===== config.mk =====
export PLATFORM = sky130hd
export DESIGN_NAME = imu_sample_packer_flat
export DESIGN_NICKNAME = d
export VERILOG_FILES = /design/src/rtl/imu_sample_packer_if.sv /design/src/rtl/imu_sample_packer.sv /design/src/flat_wrapper.sv
export SDC_FILE = /design/constraint.sdc
export NUM_CORES = 1
export LEC_CHECK = 0
export BUFFER_PORTS_ARGS = -buffer_cell sky130_fd_sc_hd__clkbuf_2
export CAP_MARGIN = 20
export CORE_AREA = 2 2 120 122
export DETAILED_ROUTE_END_ITERATION = 10
export DIE_AREA = 0 0 122 124
export HOLD_SLACK_MARGIN = 0.12
export PLACE_DENSITY = 0.77
export SYNTH_ARGS = -nofsm -noshare
export SYNTH_HDL_FRONTEND = slang
export SYNTH_SLANG_ARGS = --single-unit

===== constraint.sdc =====
create_clock -name clk -period 6.04 [get_ports clk]
set_clock_uncertainty 0.1 [all_clocks]
set_input_delay 0.604 -clock clk [delete_from_list [all_inputs] [get_ports clk]]
set_output_delay 0.604 -clock clk [all_outputs]
set_load 0.01 [all_outputs]

===== src/rtl/imu_sample_packer_if.sv =====
// Byte-stream input and scaled-sample output bundle for imu_sample_packer.
// The packer connects through the slave modport; the byte source and the
// filter side connect through the master modport.
interface imu_sample_packer_if #(
    parameter int ACC_WIDTH  = 11,
    parameter int GYRO_WIDTH = 14
);
    // Byte stream from the SPI burst-read engine
    logic                         frame_start;
    logic                         byte_valid;
    logic                         byte_ready;
    logic [7:0]                   byte_data;

    // Scaled sample toward the filter input handshake
    logic                         valid_out;
    logic                         ready_out;
    logic signed [ACC_WIDTH-1:0]  a_x;
    logic signed [ACC_WIDTH-1:0]  a_y;
    logic signed [ACC_WIDTH-1:0]  a_z;
    logic signed [GYRO_WIDTH-1:0] w_x;
    logic signed [GYRO_WIDTH-1:0] w_y;
    logic signed [GYRO_WIDTH-1:0] w_z;

    // Framing error status
    logic                         frame_err;
    logic                         frame_err_clr;

    modport master (
        output frame_start, byte_valid, byte_data, ready_out, frame_err_clr,
        input  byte_ready, valid_out, a_x, a_y, a_z, w_x, w_y, w_z, frame_err
    );

    modport slave (
        input  frame_start, byte_valid, byte_data, ready_out, frame_err_clr,
        output byte_ready, valid_out, a_x, a_y, a_z, w_x, w_y, w_z, frame_err
    );
endinterface


===== src/rtl/imu_sample_packer.sv =====
// imu_sample_packer: assembles one IMU burst frame (accel XYZ, temperature
// skipped, gyro XYZ, big-endian 16-bit signed) and presents each axis scaled
// to filter width with round-half-up and saturation on a valid/ready port.
// Optional feature: define IMU_AXIS_INVERT_EN to add the axis_invert[5:0]
// port (bit0=a_x .. bit5=w_z) that negates selected scaled axes.
module imu_sample_packer #(
    parameter int ACC_WIDTH  = 11,
    parameter int GYRO_WIDTH = 14,
    parameter int ACC_SHIFT  = 5,
    parameter int GYRO_SHIFT = 2,
    parameter int TEMP_BYTES = 2
) (
    input  logic clk,
    input  logic rst,
`ifdef IMU_AXIS_INVERT_EN
    input  logic [5:0] axis_invert,
`endif
    imu_sample_packer_if.slave bus
);

    localparam int FRAME_LEN  = 12 + TEMP_BYTES;
    localparam int IDX_W      = $clog2(FRAME_LEN);
    localparam int GYRO_FIRST = 6 + TEMP_BYTES;

    localparam logic [IDX_W-1:0] LAST_IDX   = IDX_W'(FRAME_LEN - 1);
    localparam logic [IDX_W-1:0] ACC_END    = IDX_W'(6);
    localparam logic [IDX_W-1:0] GYRO_START = IDX_W'(GYRO_FIRST);
    localparam logic [IDX_W-1:0] TEMP_SKIP  = IDX_W'(TEMP_BYTES);

    typedef enum logic {COLLECT, PENDING} state_t;

    state_t            state;
    state_t            state_next;
    logic [IDX_W-1:0]  idx;
    logic [IDX_W-1:0]  eff_idx;
    logic [IDX_W-1:0]  slot;
    logic [7:0]        raw_bytes [12];
    logic              byte_ready;
    logic              xfer;
    logic              restart;
    logic              load;
    logic signed [16:0] scaled [6];

    // Round-half-up arithmetic shift of a 16-bit raw value, saturated to width bits.
    function automatic logic signed [16:0] scale(input logic [15:0] raw,
                                                 input int shift, input int width);
        logic signed [16:0] ext;
        logic signed [16:0] t;
        logic signed [16:0] hi;
        logic signed [16:0] lo;
        ext = {raw[15], raw};
        t   = (ext + (17'sd1 <<< (shift - 1))) >>> shift;
        hi  = (17'sd1 <<< (width - 1)) - 17'sd1;
        lo  = -(17'sd1 <<< (width - 1));
        if (t > hi)
            t = hi;
        else if (t < lo)
            t = lo;
        return t;
    endfunction

`ifdef IMU_AXIS_INVERT_EN
    // Negation that maps the most-negative code onto the most-positive one.
    function automatic logic signed [16:0] negate(input logic signed [16:0] v,
                                                  input int width);
        logic signed [16:0] hi;
        logic signed [16:0] lo;
        hi = (17'sd1 <<< (width - 1)) - 17'sd1;
        lo = -(17'sd1 <<< (width - 1));
        return (v == lo) ? hi : -v;
    endfunction
`endif

    // A frame_start on the accepting cycle makes the current byte byte 0.
    assign eff_idx        = bus.frame_start ? '0 : idx;
    assign slot           = eff_idx - TEMP_SKIP;
    assign xfer           = bus.byte_valid && byte_ready;
    assign restart        = (state == COLLECT) && bus.frame_start && (idx != '0);
    assign bus.byte_ready = byte_ready;

    // State register.
    // NOTE: every clocked process uses non-blocking assignments so all flops
    // sample the pre-edge values regardless of process ordering.
    always_ff @(posedge clk or posedge rst) begin
        if (rst)
            state <= COLLECT;
        else
            state <= state_next;
    end

    // Next-state decode, byte acceptance and output-load strobe.
    // NOTE: every output of this block gets a default first so no path infers a latch.
    always_comb begin
        state_next = state;
        byte_ready = 1'b0;
        load       = 1'b0;
        unique case (state)
            COLLECT: begin
                byte_ready = 1'b1;
                if (bus.byte_valid && eff_idx == LAST_IDX)
                    state_next = PENDING;
            end
            PENDING: begin
                if (!bus.valid_out || bus.ready_out) begin
                    load       = 1'b1;
                    state_next = COLLECT;
                end
            end
            default: state_next = COLLECT;
        endcase
    end

    // Byte index: advances per accepted byte, restarts on frame_start or load.
    always_ff @(posedge clk or posedge rst) begin
        if (rst)
            idx <= '0;
        else if (load)
            idx <= '0;
        else if (xfer)
            idx <= eff_idx + 1'b1;
        else if (restart)
            idx <= '0;
    end

    // Assembly registers: accel bytes land in slots 0-5, gyro bytes in 6-11,
    // temperature bytes are dropped.
    // NOTE: this small byte store is reset like any other register because the
    // sample it feeds must read as zero after reset; it is not a RAM.
    always_ff @(posedge clk or posedge rst) begin
        if (rst) begin
            for (int i = 0; i < 12; i++)
                raw_bytes[i] <= '0;
        end else if (xfer) begin
            if (eff_idx < ACC_END)
                raw_bytes[eff_idx] <= bus.byte_data;
            else if (eff_idx >= GYRO_START)
                raw_bytes[slot] <= bus.byte_data;
        end
    end

    // Scale (and optionally invert) all six axes from the assembly registers.
    always_comb begin
        for (int k = 0; k < 6; k++) begin
            if (k < 3)
                scaled[k] = scale({raw_bytes[2*k], raw_bytes[2*k+1]}, ACC_SHIFT, ACC_WIDTH);
            else
                scaled[k] = scale({raw_bytes[2*k], raw_bytes[2*k+1]}, GYRO_SHIFT, GYRO_WIDTH);
`ifdef IMU_AXIS_INVERT_EN
            if (axis_invert[k])
                scaled[k] = negate(scaled[k], (k < 3) ? ACC_WIDTH : GYRO_WIDTH);
`endif
        end
    end

    // Output register: loads from PENDING, holds under backpressure, clears on handshake.
    always_ff @(posedge clk or posedge rst) begin
        if (rst) begin
            bus.valid_out <= 1'b0;
            bus.a_x       <= '0;
            bus.a_y       <= '0;
            bus.a_z       <= '0;
            bus.w_x       <= '0;
            bus.w_y       <= '0;
            bus.w_z       <= '0;
        end else if (load) begin
            bus.valid_out <= 1'b1;
            bus.a_x       <= scaled[0][ACC_WIDTH-1:0];
            bus.a_y       <= scaled[1][ACC_WIDTH-1:0];
            bus.a_z       <= scaled[2][ACC_WIDTH-1:0];
            bus.w_x       <= scaled[3][GYRO_WIDTH-1:0];
            bus.w_y       <= scaled[4][GYRO_WIDTH-1:0];
            bus.w_z       <= scaled[5][GYRO_WIDTH-1:0];
        end else if (bus.ready_out) begin
            bus.valid_out <= 1'b0;
        end
    end

    // Sticky framing error: a set in the same cycle as a clear wins.
    always_ff @(posedge clk or posedge rst) begin
        if (rst)
            bus.frame_err <= 1'b0;
        else if (restart)
            bus.frame_err <= 1'b1;
        else if (bus.frame_err_clr)
            bus.frame_err <= 1'b0;
    end

endmodule


===== src/flat_wrapper.sv =====
// flat-port wrapper written by rule: the top's interface ports become plain ports
module imu_sample_packer_flat 
#(
    parameter int ACC_WIDTH  = 11,
    parameter int GYRO_WIDTH = 14,
    parameter int ACC_SHIFT  = 5,
    parameter int GYRO_SHIFT = 2,
    parameter int TEMP_BYTES = 2
)
  (clk, rst, bus_frame_start, bus_byte_valid, bus_byte_data, bus_ready_out, bus_frame_err_clr, bus_byte_ready, bus_valid_out, bus_a_x, bus_a_y, bus_a_z, bus_w_x, bus_w_y, bus_w_z, bus_frame_err);
  imu_sample_packer_if #(.ACC_WIDTH(ACC_WIDTH), .GYRO_WIDTH(GYRO_WIDTH)) bus_i ();
  input  logic clk;
  input  logic rst;
  input wire logic [$bits(bus_i.frame_start)-1:0] bus_frame_start;
  input wire logic [$bits(bus_i.byte_valid)-1:0] bus_byte_valid;
  input wire logic [$bits(bus_i.byte_data)-1:0] bus_byte_data;
  input wire logic [$bits(bus_i.ready_out)-1:0] bus_ready_out;
  input wire logic [$bits(bus_i.frame_err_clr)-1:0] bus_frame_err_clr;
  output wire logic [$bits(bus_i.byte_ready)-1:0] bus_byte_ready;
  output wire logic [$bits(bus_i.valid_out)-1:0] bus_valid_out;
  output wire logic [$bits(bus_i.a_x)-1:0] bus_a_x;
  output wire logic [$bits(bus_i.a_y)-1:0] bus_a_y;
  output wire logic [$bits(bus_i.a_z)-1:0] bus_a_z;
  output wire logic [$bits(bus_i.w_x)-1:0] bus_w_x;
  output wire logic [$bits(bus_i.w_y)-1:0] bus_w_y;
  output wire logic [$bits(bus_i.w_z)-1:0] bus_w_z;
  output wire logic [$bits(bus_i.frame_err)-1:0] bus_frame_err;
  assign bus_i.frame_start = bus_frame_start;
  assign bus_i.byte_valid = bus_byte_valid;
  assign bus_i.byte_data = bus_byte_data;
  assign bus_i.ready_out = bus_ready_out;
  assign bus_i.frame_err_clr = bus_frame_err_clr;
  assign bus_byte_ready = bus_i.byte_ready;
  assign bus_valid_out = bus_i.valid_out;
  assign bus_a_x = bus_i.a_x;
  assign bus_a_y = bus_i.a_y;
  assign bus_a_z = bus_i.a_z;
  assign bus_w_x = bus_i.w_x;
  assign bus_w_y = bus_i.w_y;
  assign bus_w_z = bus_i.w_z;
  assign bus_frame_err = bus_i.frame_err;
  imu_sample_packer #(.ACC_WIDTH(ACC_WIDTH), .GYRO_WIDTH(GYRO_WIDTH), .ACC_SHIFT(ACC_SHIFT), .GYRO_SHIFT(GYRO_SHIFT), .TEMP_BYTES(TEMP_BYTES)) u_core (.clk(clk), .rst(rst), .bus(bus_i));
endmodule

## Yosys cells after proc, flatten, opt, wreduce, memory -nomap -nowiden

Cells that the tools add are included.

- Flip-flop bits (word level): 178
- Output and inout bits: 78
- Word-level logic and storage cells: 100

- Add/subtract/negate cells: 8
- Magnitude comparators: 18
- Equality and inequality tests: 1
- Multiplexer cells: 34
- Bitwise gates (word level): 3
- Reductions and logical operators: 14

Operators by type and width:

| cell | count |
|---|---|
| 96-bit bitwise mux | 2 |
| 96-bit 2-to-1 mux | 2 |
| 14-bit 2-to-1 mux | 6 |
| 11-bit 2-to-1 mux | 6 |
| 8-bit demux with 4-bit select | 2 |
| 16-bit by 3-bit adder with 17-bit output, second input constant | 3 |
| 16-bit by 6-bit adder with 17-bit output, second input constant | 3 |
| 15-bit by 14-bit > comparator with 1-bit output, second input constant | 3 |
| 15-bit by 14-bit < comparator with 1-bit output, second input constant | 3 |
| 12-bit by 11-bit > comparator with 1-bit output, second input constant | 3 |
| 12-bit by 11-bit < comparator with 1-bit output, second input constant | 3 |
| 4-bit 2-to-1 mux | 4 |
| 8-bit 2-to-1 mux | 2 |
| 5-bit >= comparator, second input constant | 2 |
| 5-bit by 1-bit < comparator with 1-bit output, second input constant | 2 |
| 4-bit NOT with 5-bit output | 2 |
| 1-bit 2-to-1 mux | 9 |
| 1-bit logical AND | 6 |
| 2-bit nonzero test | 3 |
| 4-bit by 1-bit adder with 4-bit output, second input constant | 1 |
| 4-bit == test, second input constant | 1 |
| 4-bit >= comparator, second input constant | 1 |
| 4-bit by 3-bit < comparator with 1-bit output, second input constant | 1 |
| 4-bit nonzero test | 1 |
| other kinds (7) | 7 |

## Logic depth before layout (Yosys ltp)

Gate-level depths: netlist (run 1).

- Depth after elaboration: 10
- Depth in mapped cells: 9

## Least setup slack after synthesis (run 1)

No wires, ideal clock.

- Path kind: input -> register
- Start point: input bus_frame_start
- End point: register u_core.raw_bytes[56] (netlist name)
- Library setup time: 0.125 ns
- Arrival time: 2.578 ns
- Required time: 5.815 ns
- Setup slack: 3.237 ns
- Stages on the path: 9
- Path through: buf_4 nand2b_1 buf_2 ha_1 nand4bb_1 a211oi_1 a22oi_1 nor2_4 mux2_2

- Word-level cells in the longest chain between the ends: 10
- Elaborated cells on any way between the ends: 22
- Classes of those cells: add/sub: 1; order compare: 6; mux: 9; bitwise: 2; reduce/logical: 4

Ends and longest elaborated chain:

| element | RTL line | text |
|---|---|---|
| from (decl) | flat_wrapper.sv:14 | `input wire logic [$bits(bus_i.frame_start)-1:0] bus_frame_start;` |
| 4-bit 2-to-1 mux (*) | imu_sample_packer.sv:75 | `assign eff_idx = bus.frame_start ? '0 : idx;` |
| 4-bit by 2-bit subtractor with 4-bit output | imu_sample_packer.sv:76 | `assign slot = eff_idx - TEMP_SKIP;` |
| 4-bit NOT with 5-bit output (implied by the code) | imu_sample_packer.sv:137 | `raw_bytes[slot] <= bus.byte_data;` |
| 5-bit >= comparator (implied by the code) or 5-bit by 1-bit < comparator with 1-bit output (tied branches) | imu_sample_packer.sv:137 |  |
| 1-bit logical AND (implied by the code) | imu_sample_packer.sv:137 |  |
| 8-bit 2-to-1 mux (implied by the code) | imu_sample_packer.sv:137 |  |
| 8-bit demux with 4-bit select | imu_sample_packer.sv:137 |  |
| 96-bit bitwise mux | imu_sample_packer.sv:137 |  |
| 96-bit 2-to-1 mux | imu_sample_packer.sv:136 | `else if (eff_idx >= GYRO_START)` |
| 96-bit 2-to-1 mux | imu_sample_packer.sv:134 | `if (eff_idx < ACC_END)` |
| to (signal, indexed assignment) | imu_sample_packer.sv:135 | `raw_bytes[eff_idx] <= bus.byte_data;` |
| to (signal, indexed assignment) | imu_sample_packer.sv:137 |  |
| to (decl) | imu_sample_packer.sv:37 | `logic [7:0] raw_bytes [12];` |

Every way passes the cells marked *; elsewhere a longest branch is shown, timed or not. The select of a mux whose other input is x is not followed.
A chain may end at the register's enable or synchronous reset.

## Worst setup path in the final report (run 1)

- Start point: register u_core.idx[2]
- End point: register u_core.raw_bytes[40] (netlist name)

- Word-level cells in the longest chain between the ends: 10
- Elaborated cells on any way between the ends: 22
- Classes of those cells: add/sub: 1; order compare: 6; mux: 9; bitwise: 2; reduce/logical: 4

Ends and longest elaborated chain:

| element | RTL line | text |
|---|---|---|
| from (decl) | imu_sample_packer.sv:34 | `logic [IDX_W-1:0] idx;` |
| from (signal assigned) | imu_sample_packer.sv:120 | `idx <= eff_idx + 1'b1;` |
| 4-bit 2-to-1 mux (*) | imu_sample_packer.sv:75 |  |
| 4-bit by 2-bit subtractor with 4-bit output | imu_sample_packer.sv:76 |  |
| 4-bit NOT with 5-bit output (implied by the code) | imu_sample_packer.sv:137 |  |
| 5-bit >= comparator (implied by the code) or 5-bit by 1-bit < comparator with 1-bit output (tied branches) | imu_sample_packer.sv:137 |  |
| 1-bit logical AND (implied by the code) | imu_sample_packer.sv:137 |  |
| 8-bit 2-to-1 mux (implied by the code) | imu_sample_packer.sv:137 |  |
| 8-bit demux with 4-bit select | imu_sample_packer.sv:137 |  |
| 96-bit bitwise mux | imu_sample_packer.sv:137 |  |
| 96-bit 2-to-1 mux | imu_sample_packer.sv:136 |  |
| 96-bit 2-to-1 mux | imu_sample_packer.sv:134 |  |

Marks and branches as above.

==> results_dict.tcl, run 1 <==
set metrics [dict create \
    crit_family "simple AND/OR/NAND/NOR gates" \
    cts-htree-levels 4 \
    synth_warnings 0 \
    finalHoldViolCount 0 \
    postCtsSetupBuffers 0 \
    syn-instance-count 815 \
    final_util 0.670 \
    startpoint_type "flop" \
    clk_pin_slew_worst_paths_ns 0.06 \
    hold_path_class "input port to async pin" \
    seq_area_frac_synth 0.508 \
    setup-violations-final 0 \
    comb_power_share 0.092 \
    crit_slowest_cell "dfrtp_1" \
    synth-main-ff-cell "dfrtp_1" \
    layout-drive-gt1-share 0.209 \
    power_uw 2600 \
    dpl.hpwl_um 11800 \
    syn_nets 841 \
    status "completed" \
    ir_worst_vdd_mv 0.217 \
    p_seq_frac 0.487 \
    core_area_sq_mm 0.0137 \
    slowest_delay_ns 0.47 \
    track_usage 0.249 \
    diodes 0 \
    cts_hold_buffers 0 \
    grt_setup_unrepaired "false" \
    yosys.area.top_type "dfrtp_1" \
    cts_sinks 163 \
    grt_pass1_wl_um 29600 \
    crit_type "flop to flop" \
    power_leakage_uw 0.00426 \
    path_max_fanout 8 \
    ys_ff_latch 163 \
    cts_made_buffers 17 \
    cts_root_buf "clkbuf_16" \
    antenna_found_initial 0 \
    die_x_um 122 \
    path_cells "nand2b_1, ha_1, nand4bb_1, a211oi_1, a22oi_1, nor2_4, mux2_2" \
    routed_wirelength_um 17600 \
    crit_buf_inv 0 \
    slew_headroom 0.310 \
    whs_ns 0.231 \
    vias 6289 \
    worst_skew_pair.late_latency_ns 0.44 \
    pwr-share-clk 0.420 \
    swShare 0.270 \
    grt_overflow 0 \
    synth_top_area_share 0.508 \
    final_nets 916 \
    slew_viol_final 0 \
    grt_max_degree 95 \
    grt_pass1_vias 6019 \
    async_reset_ff_frac 1.00 \
    first_pass_iters 5 \
    pin_count 92 \
    fmax_ghz 0.365 \
    synthDistinctLibCells 61 \
    switchingPower_uw 703 \
    avgViaCountPerCell 5.81 \
    drc_errors 0 \
    tns_ns 0 \
    required_ns 6.25 \
    tightest_slew_ns 1.03 \
    period_share 0.454 \
    die_y_um 124 \
    start_util 0.586 \
    nFillCells 1105 \
    crit_arrival_ns 2.96 \
    netlist_top_cells_area "dfrtp_1, mux2_2, nand2_1" \
    num_rows 43 \
    maxCapViolCount 0 \
    cp-end-kind "flop" \
    ant_nets 0 \
    p_int_uw 1900 \
    place.gp.congestion 0.921 \
    placement.io_buffers 91 \
    postSynthAreaPerCell_sq_um 9.86 \
    power_density_mw_per_mm2 283 \
    synth_edf_count 0 \
    period_needed_ns 2.74 \
    area_growth_pct 14.3 \
    cts_resized 0 \
    drt_iter0_drc 561 \
    syn_area_sq_mm 0.00804 \
    wire_per_inst_um 16.2 \
    clock_path_buffers 2 \
    die-area_sq_mm 0.0151 \
    cts_tree "done" \
]
-- routing by layer --
metal	global-route usage	share of wire	up-vias
met5	0	0	-
met4	0.0991	0.020	0
met3	0.0467	0.049	30
met2	0.382	0.46	176
met1	0.354	0.47	3061
li1	-	-	3022
-- synthesized netlist by cell type (18+ instances only) --
| cell | n |
|---|---|
| a21oi_1 | 60 |
| clkbuf_1 | 24 |
| dfrtp_1 | 163 |
| inv_1 | 23 |
| mux2_2 | 48 |
| nand2_1 | 106 |
| nand3_1 | 52 |
| nand4_1 | 21 |
| nor2_1 | 62 |
| o21ai_0 | 57 |
| xnor2_1 | 32 |
| xor2_1 | 18 |
-- area by class of cell --
| type | instances | area (sq um) | area share |
|---|---|---|---|
| Sequential cell | 163 | 4080 | 0.444 |
| Inverter | 23 | 91.3 | 0.00994 |
| Multi-Input combinational cell | 590 | 3710 | 0.404 |
| Clock buffer | 17 | 425 | 0.0463 |
| Tap cell | 180 | 225 | 0.0245 |
| Timing Repair Buffer | 95 | 485 | 0.0528 |
| Clock inverter | 15 | 173 | 0.0188 |
-- logic make-up after synthesis --
family	synth area share
simple gates	0.180
buf+inv	0.0313
mux	0.0766
flops	0.508
xor+xnor	0.0545
compound gates	0.132
fa+ha+maj	0.0187
-- worst reg2reg max path, stage by stage (launching register included) --
cell,delay [ns]
dfrtp_1,0.47
nand2b_1,0.21
ha_1,0.31
nand4bb_1,0.21
a211oi_1,0.45
a22oi_1,0.24
nor2_4,0.27
mux2_2,0.38
-- metrics by stage --
step           instance area [sq um]  std cells  worst slack [ns]
3_3_place_gp                    8580       1050              3.00
5_1_grt                         9190       1083              3.06
3_5_place_dp                    8580       1050              2.94
2_1_floorplan                   8040        815             0.931
4_1_cts                         9180       1082              3.30
6_report                        9190       1083              3.30
-- registers in the layout, summed over array words and instances (netlist names) --
name and count:
u_core.raw_bytes 81, u_core.bus.w_x 14, u_core.bus.w_y 14, u_core.bus.w_z 14, u_core.bus.a_x 11, u_core.bus.a_y 11, u_core.bus.a_z 11, u_core.idx 4
u_core.bus.frame_err 1, u_core.bus.valid_out 1, u_core.state 1
-- cell usage in the layout (no fill, tap or decap), types with 5 or more instances in the layout --
master / Yosys / layout
a21oi_1: 60 / 60
a221o_1: 5 / 5
a22oi_1: 5 / 5
a31oi_1: 11 / 11
and3_1: 8 / 8
and4_1: 8 / 8
clkbuf_16: 0 / 17
clkbuf_2: 3 / 91
clkinvlp_4: 0 / 5
dfrtp_1: 163 / 163
ha_1: 12 / 12
inv_1: 23 / 22
inv_6: 0 / 6
mux2_2: 48 / 48
nand2_1: 106 / 106
nand3_1: 52 / 52
nand4_1: 21 / 21
nor2_1: 62 / 62
nor3_1: 9 / 9
o21ai_0: 57 / 57
o31ai_1: 5 / 5
or4_1: 5 / 5
xnor2_1: 32 / 32
xor2_1: 18 / 18
-- power by group through the flow --
stage	Sequential, uW	Clock (uW)	Combinational [uW]
floorplan	1250	0	196
global placement	1280	0	234
detailed placement	1280	0	238
CTS	1270	1100	242
global route	1280	1150	268
finish	1270	1090	240
-- worst paths after layout --
kind / startpoint / endpoint / slack [ns] / depth (start not counted)
worst max register to register: u_core.idx[2] / u_core.raw_bytes[40] / 3.30 / 7
min in group clk: bus_frame_err_clr / u_core.bus.frame_err / 0.33 / 3
worst min register to register: u_core.bus.a_y[4] / u_core.bus.a_y[4] / 0.37 / 2
max in group asynchronous: rst / u_core.bus.a_x[2] / 4.24 / 3
worst max-delay path: u_core.idx[2] / u_core.raw_bytes[40] / 3.30 / 7
worst min-delay path: rst / u_core.bus.w_y[1] / 0.23 / 2
Power figures use the tool's default switching activity.
==> run 2, diff against run 1 <==
- clock period: 6.04 -> 2.6 ns (I/O delays scaled with it)
==> run 2 against run 1 <==
Effect of this change: non-clock buffer count rose by 15; cell count is 1.4% higher; largest power group unchanged; critical path type unchanged; worst hold slack worse by 0.090 ns; final area rose by 2.6%; sequential power grew 130%; total power rose by 150%; highest routed layer unchanged; clock power grew to 2.6 times the previous value; register-to-register slack worse by 3.2 ns.
==> results_dict.tcl, run 2 (synthesized netlist as in run 1, its figures left out) <==
set metrics [dict create \
    wire_per_inst_um 16.8 \
    vias 6425 \
    routed_wirelength_um 18500 \
    p_int_uw 4840 \
    regMostFlops "u_core.raw_bytes" \
    placement.io_buffers 91 \
    startpoint_type "flop" \
    die_x_um 122 \
    final_cell_mix "dfrtp_1, nand2_1, clkbuf_2, nor2_1, a21oi_1" \
    slew_viol_final 0 \
    grt_overflow 0 \
    required_ns 2.81 \
    dpl.hpwl_um 12300 \
    fin_ws_ns 0.140 \
    path_cells "nand2_1, ha_1, nand4bb_1, a211oi_1, buf_4, a22oi_1, nor2_4, mux2_2" \
    crit_type "flop to flop" \
    first_pass_iters 5 \
    status "completed" \
    place.gp.congestion 0.960 \
    worst_skew_pair.late_latency_ns 0.42 \
    grt_max_degree 53 \
    maxCapViolCount 0 \
    grt_setup_unrepaired "false" \
    drt_iter0_drc 459 \
    cts_sinks 163 \
    comb_power_share 0.091 \
    place_ws_ns 0.161 \
    cts_root_buf "clkbuf_16" \
    switchingPower_uw 1580 \
    pwr-share-clk 0.447 \
    die-area_sq_mm 0.0151 \
    antenna_found_initial 0 \
    path_max_fanout 8 \
    tns_ns 0 \
    area_growth_pct 17.2 \
    slowest_delay_ns 0.43 \
    crit_family "simple AND/OR/NAND/NOR gates" \
    layout-drive-gt1-share 0.218 \
    power_uw 6420 \
    place_area_sq_mm 0.00869 \
    final_common_cell "dfrtp_1" \
    design_area_sq_mm 0.00942 \
    pin_count 92 \
    ir_worst_vdd_mv 0.521 \
    clock_path_buffers 2 \
    cts_made_buffers 17 \
    slew_headroom 0.460 \
    setup-violations-final 0 \
    avgViaCountPerCell 5.85 \
    core_area_sq_mm 0.0137 \
    finalHoldViolCount 0 \
    fmax_ghz 0.407 \
    power_density_mw_per_mm2 682 \
    grt_pass1_wl_um 30700 \
    tightest_slew_ns 0.810 \
    postCtsSetupBuffers 0 \
    grt_pass1_vias 6046 \
    swShare 0.247 \
    p_seq_frac 0.461 \
    cts-htree-levels 4 \
    clk_pin_slew_worst_paths_ns 0.06 \
    largest_reg_flops 81 \
    period_needed_ns 2.46 \
    cts_tree "done" \
    ant_nets 0 \
    power_leakage_uw 0.00439 \
    hold_path_class "input port to flop" \
    crit_arrival_ns 2.67 \
    num_rows 43 \
    drc_errors 0 \
    cp-end-kind "flop" \
    crit_slowest_cell "dfrtp_2" \
    diodes 0 \
    die_y_um 124 \
    start_util 0.586 \
    track_usage 0.259 \
    crit_buf_inv 1 \
    final_nets 931 \
    period_share 0.946 \
]
[run 2: routing by layer]
metal | track usage | vias up | share of wire
li1 | - | 3052 | -
met1 | 0.364 | 3135 | 0.46
met2 | 0.409 | 208 | 0.47
met3 | 0.0481 | 30 | 0.050
met4 | 0.0898 | 0 | 0.018
met5 | 0 | - | 0
[run 2: area by class of cell]
cell class / count / area, sq um
timing repair buffer: 110 / 636
clock inverter: 12 / 225
sequential: 163 / 4080
fill: 1043 / 4300
inverter: 23 / 90.1
tap: 180 / 225
multi-input combinational: 590 / 3710
clock buffer: 20 / 457
[run 2: timing repair]
item | in CTS | in global routing
endpoints found under the hold margin | 136 | 0
hold buffers | 5 | 0
gates resized for setup | 0 | 2
endpoints found under the setup margin | 0 | 38
[run 2: final timing paths]
path / from / end / slack (ns) / depth (start not counted)
worst max-delay path: u_core.idx[1] / u_core.raw_bytes[40] / 0.14 / 8
worst min-delay path: bus_byte_data[0] / u_core.raw_bytes[8] / 0.14 / 3
worst max register to register: u_core.idx[1] / u_core.raw_bytes[40] / 0.14 / 8
worst min register to register: u_core.bus.a_y[2] / u_core.bus.a_y[2] / 0.36 / 2
max in group asynchronous: rst / u_core.bus.w_y[13] / 1.35 / 4
min in group asynchronous: rst / u_core.raw_bytes[78] / 0.21 / 3
[run 2: through the flow]
step	hold WS, ns	instances	utilization
3_5_place_dp	0.0964	1061	0.633
3_3_place_gp	0.0979	1061	0.633
2_1_floorplan	0.299	815	-
4_1_cts	0.126	1098	0.687
5_1_grt	0.157	1098	0.687
6_report	0.141	1098	0.687
[run 2: tightest hold or removal path, delay by kind of cell]
kind            cells  cell delay [ns]
simple gates        1             0.11
buf+inv             1             0.17
compound gates      1             0.08
[run 2: power groups by stage]
stage	Combinational, uW	Clock (uW)	Sequential [uW]
after floorplan	456	0	2910
after global placement	550	0	2970
after detailed placement	563	0	2980
after CTS	586	2900	2950
after global routing	650	3010	2990
final	586	2870	2960
==> run 3, diff against run 2 <==
- CORE_AREA: 2 2 120 122 -> 2 2 99 148
- DIE_AREA: 0 0 122 124 -> 0 0 101 150
- PLACE_DENSITY: 0.77 -> 0.89
==> run 3 against run 2 <==
Effect of this change: worst hold slack got worse by 0.0049 ns; maximum frequency decreased by 0.60%; count of clock-buffer cells in the layout increased by 1; largest cell class unchanged; sequential cell count unchanged; global-route usage increased by 1.2 points; register-to-register slack about the same; critical path depth unchanged.
==> results_dict.tcl, run 3 (synthesized netlist as in run 1, its figures left out) <==
set metrics [dict create \
    status "completed" \
    vias 6590 \
    crit_type "flop to flop" \
    ir_worst_vdd_mv 0.470 \
    pin_count 92 \
    slew_viol_final 0 \
    grt_pass1_wl_um 32200 \
    whs_ns 0.136 \
    period_share 0.952 \
    final_nets 934 \
    start_util 0.577 \
    startpoint_type "flop" \
    hold_path_class "input port to flop" \
    final_common_cell "dfrtp_1" \
    core_area_sq_mm 0.0139 \
    die_x_um 101 \
    cts_root_buf "clkbuf_16" \
    clock_path_buffers 2 \
    slowest_delay_ns 0.43 \
    wire_per_inst_um 18.3 \
    final_cell_mix "dfrtp_1, nand2_1, clkbuf_2, nor2_1, a21oi_1" \
    place_area_sq_mm 0.00869 \
    cts-htree-levels 4 \
    routed_wirelength_um 19800 \
    cts_sinks 163 \
    ant_nets 0 \
    finalHoldViolCount 0 \
    period_needed_ns 2.47 \
    cts_made_buffers 17 \
    tightest_slew_ns 0.842 \
    cts_tree "done" \
    worst_skew_pair.late_latency_ns 0.43 \
    place_ws_ns 0.0683 \
    grt_pass1_vias 6543 \
    fin_ws_ns 0.126 \
    largest_reg_flops 81 \
    placement.io_buffers 91 \
    first_pass_iters 6 \
    drt_iter0_drc 502 \
    clk_pin_slew_worst_paths_ns 0.06 \
    area_growth_pct 16.0 \
    die_y_um 150 \
    design_area_sq_mm 0.00932 \
    nFillCells 1092 \
    place.gp.congestion 0.934 \
    num_rows 53 \
    grt_max_degree 164 \
    slew_headroom 0.438 \
    layout-drive-gt1-share 0.219 \
    setup-violations-final 0 \
    path_cells "nand2b_1, ha_1, nand4bb_1, a211oi_2, buf_4, a22oi_1, nor2_4, mux2_2" \
    grt_overflow 0 \
    power_leakage_uw 0.00436 \
    track_usage 0.272 \
    die-area_sq_mm 0.0152 \
    drc_errors 0 \
    maxCapViolCount 0 \
    diodes 0 \
    power_density_mw_per_mm2 646 \
    avgViaCountPerCell 6.08 \
    path_max_fanout 8 \
    dpl.hpwl_um 13200 \
    required_ns 2.81 \
    regMostFlops "u_core.raw_bytes" \
    tns_ns 0 \
    antenna_found_initial 0 \
    crit_arrival_ns 2.68 \
    grt_setup_unrepaired "true" \
    crit_slowest_cell "dfrtp_2" \
    cp-end-kind "flop" \
    fmax_ghz 0.404 \
]
[run 3: critical path, delay by kind of cell (launching register included)]
kind,cells,cell delay [ns]
muxes,1,0.38
adders and majority gates,1,0.26
AOI/OAI and AO/OA,2,0.38
DFF,1,0.43
buffers and inverters,1,0.16
and+or+nand+nor,3,0.65
[run 3: cell type report]
type                    count  area [sq um]  area share
well taps                 165           206      0.0222
clock inverters             9           106      0.0114
clock buffers              21           460      0.0494
multi-input cells         590          3720       0.399
flip-flops and latches    163          4080       0.438
inverters                  23          90.1     0.00967
repair buffers            113           658      0.0706
[run 3: report_power, final]
group          switching, uW  internal, uW
Combinational            314           287
Sequential               273          2700
Clock                   1000          1450
[run 3: final timing paths]
check,startpoint,end,slack (ns),cells past startpoint
setup / recovery,u_core.idx[2],u_core.raw_bytes[56],0.13,8
hold / removal,bus_byte_valid,u_core.idx[0],0.14,3
setup reg to reg,u_core.idx[2],u_core.raw_bytes[56],0.13,8
hold reg to reg,u_core.bus.w_z[13],u_core.bus.w_z[13],0.37,2
max in group asynchronous,rst,u_core.idx[2],1.23,4
min in group asynchronous,rst,u_core.bus.a_y[10],0.54,4
[run 3: what timing repair did]
item / in CTS / in global routing
buffers inserted: 0 / 0
hold endpoints to repair: 167 / 0
endpoints found under the setup margin: 0 / 36
resized for setup: 0 / 3
hold buffers: 5 / 0
[run 3: per-layer routing]
layer,track usage,wire length (um)
met1,0.318,7650
met2,0.480,10700
met3,0.0476,872
met4,0.124,517
met5,0,0
[run 3: per-stage QoR]
stage | power [uW] | utilization | cells
final | 6020 | 0.669 | 1084
after CTS | 6020 | 0.668 | 1084
after floorplan | 3360 | - | 815
after detailed placement | 3580 | 0.624 | 1049
after global routing | 6230 | 0.669 | 1084
after global placement | 3540 | 0.624 | 1049
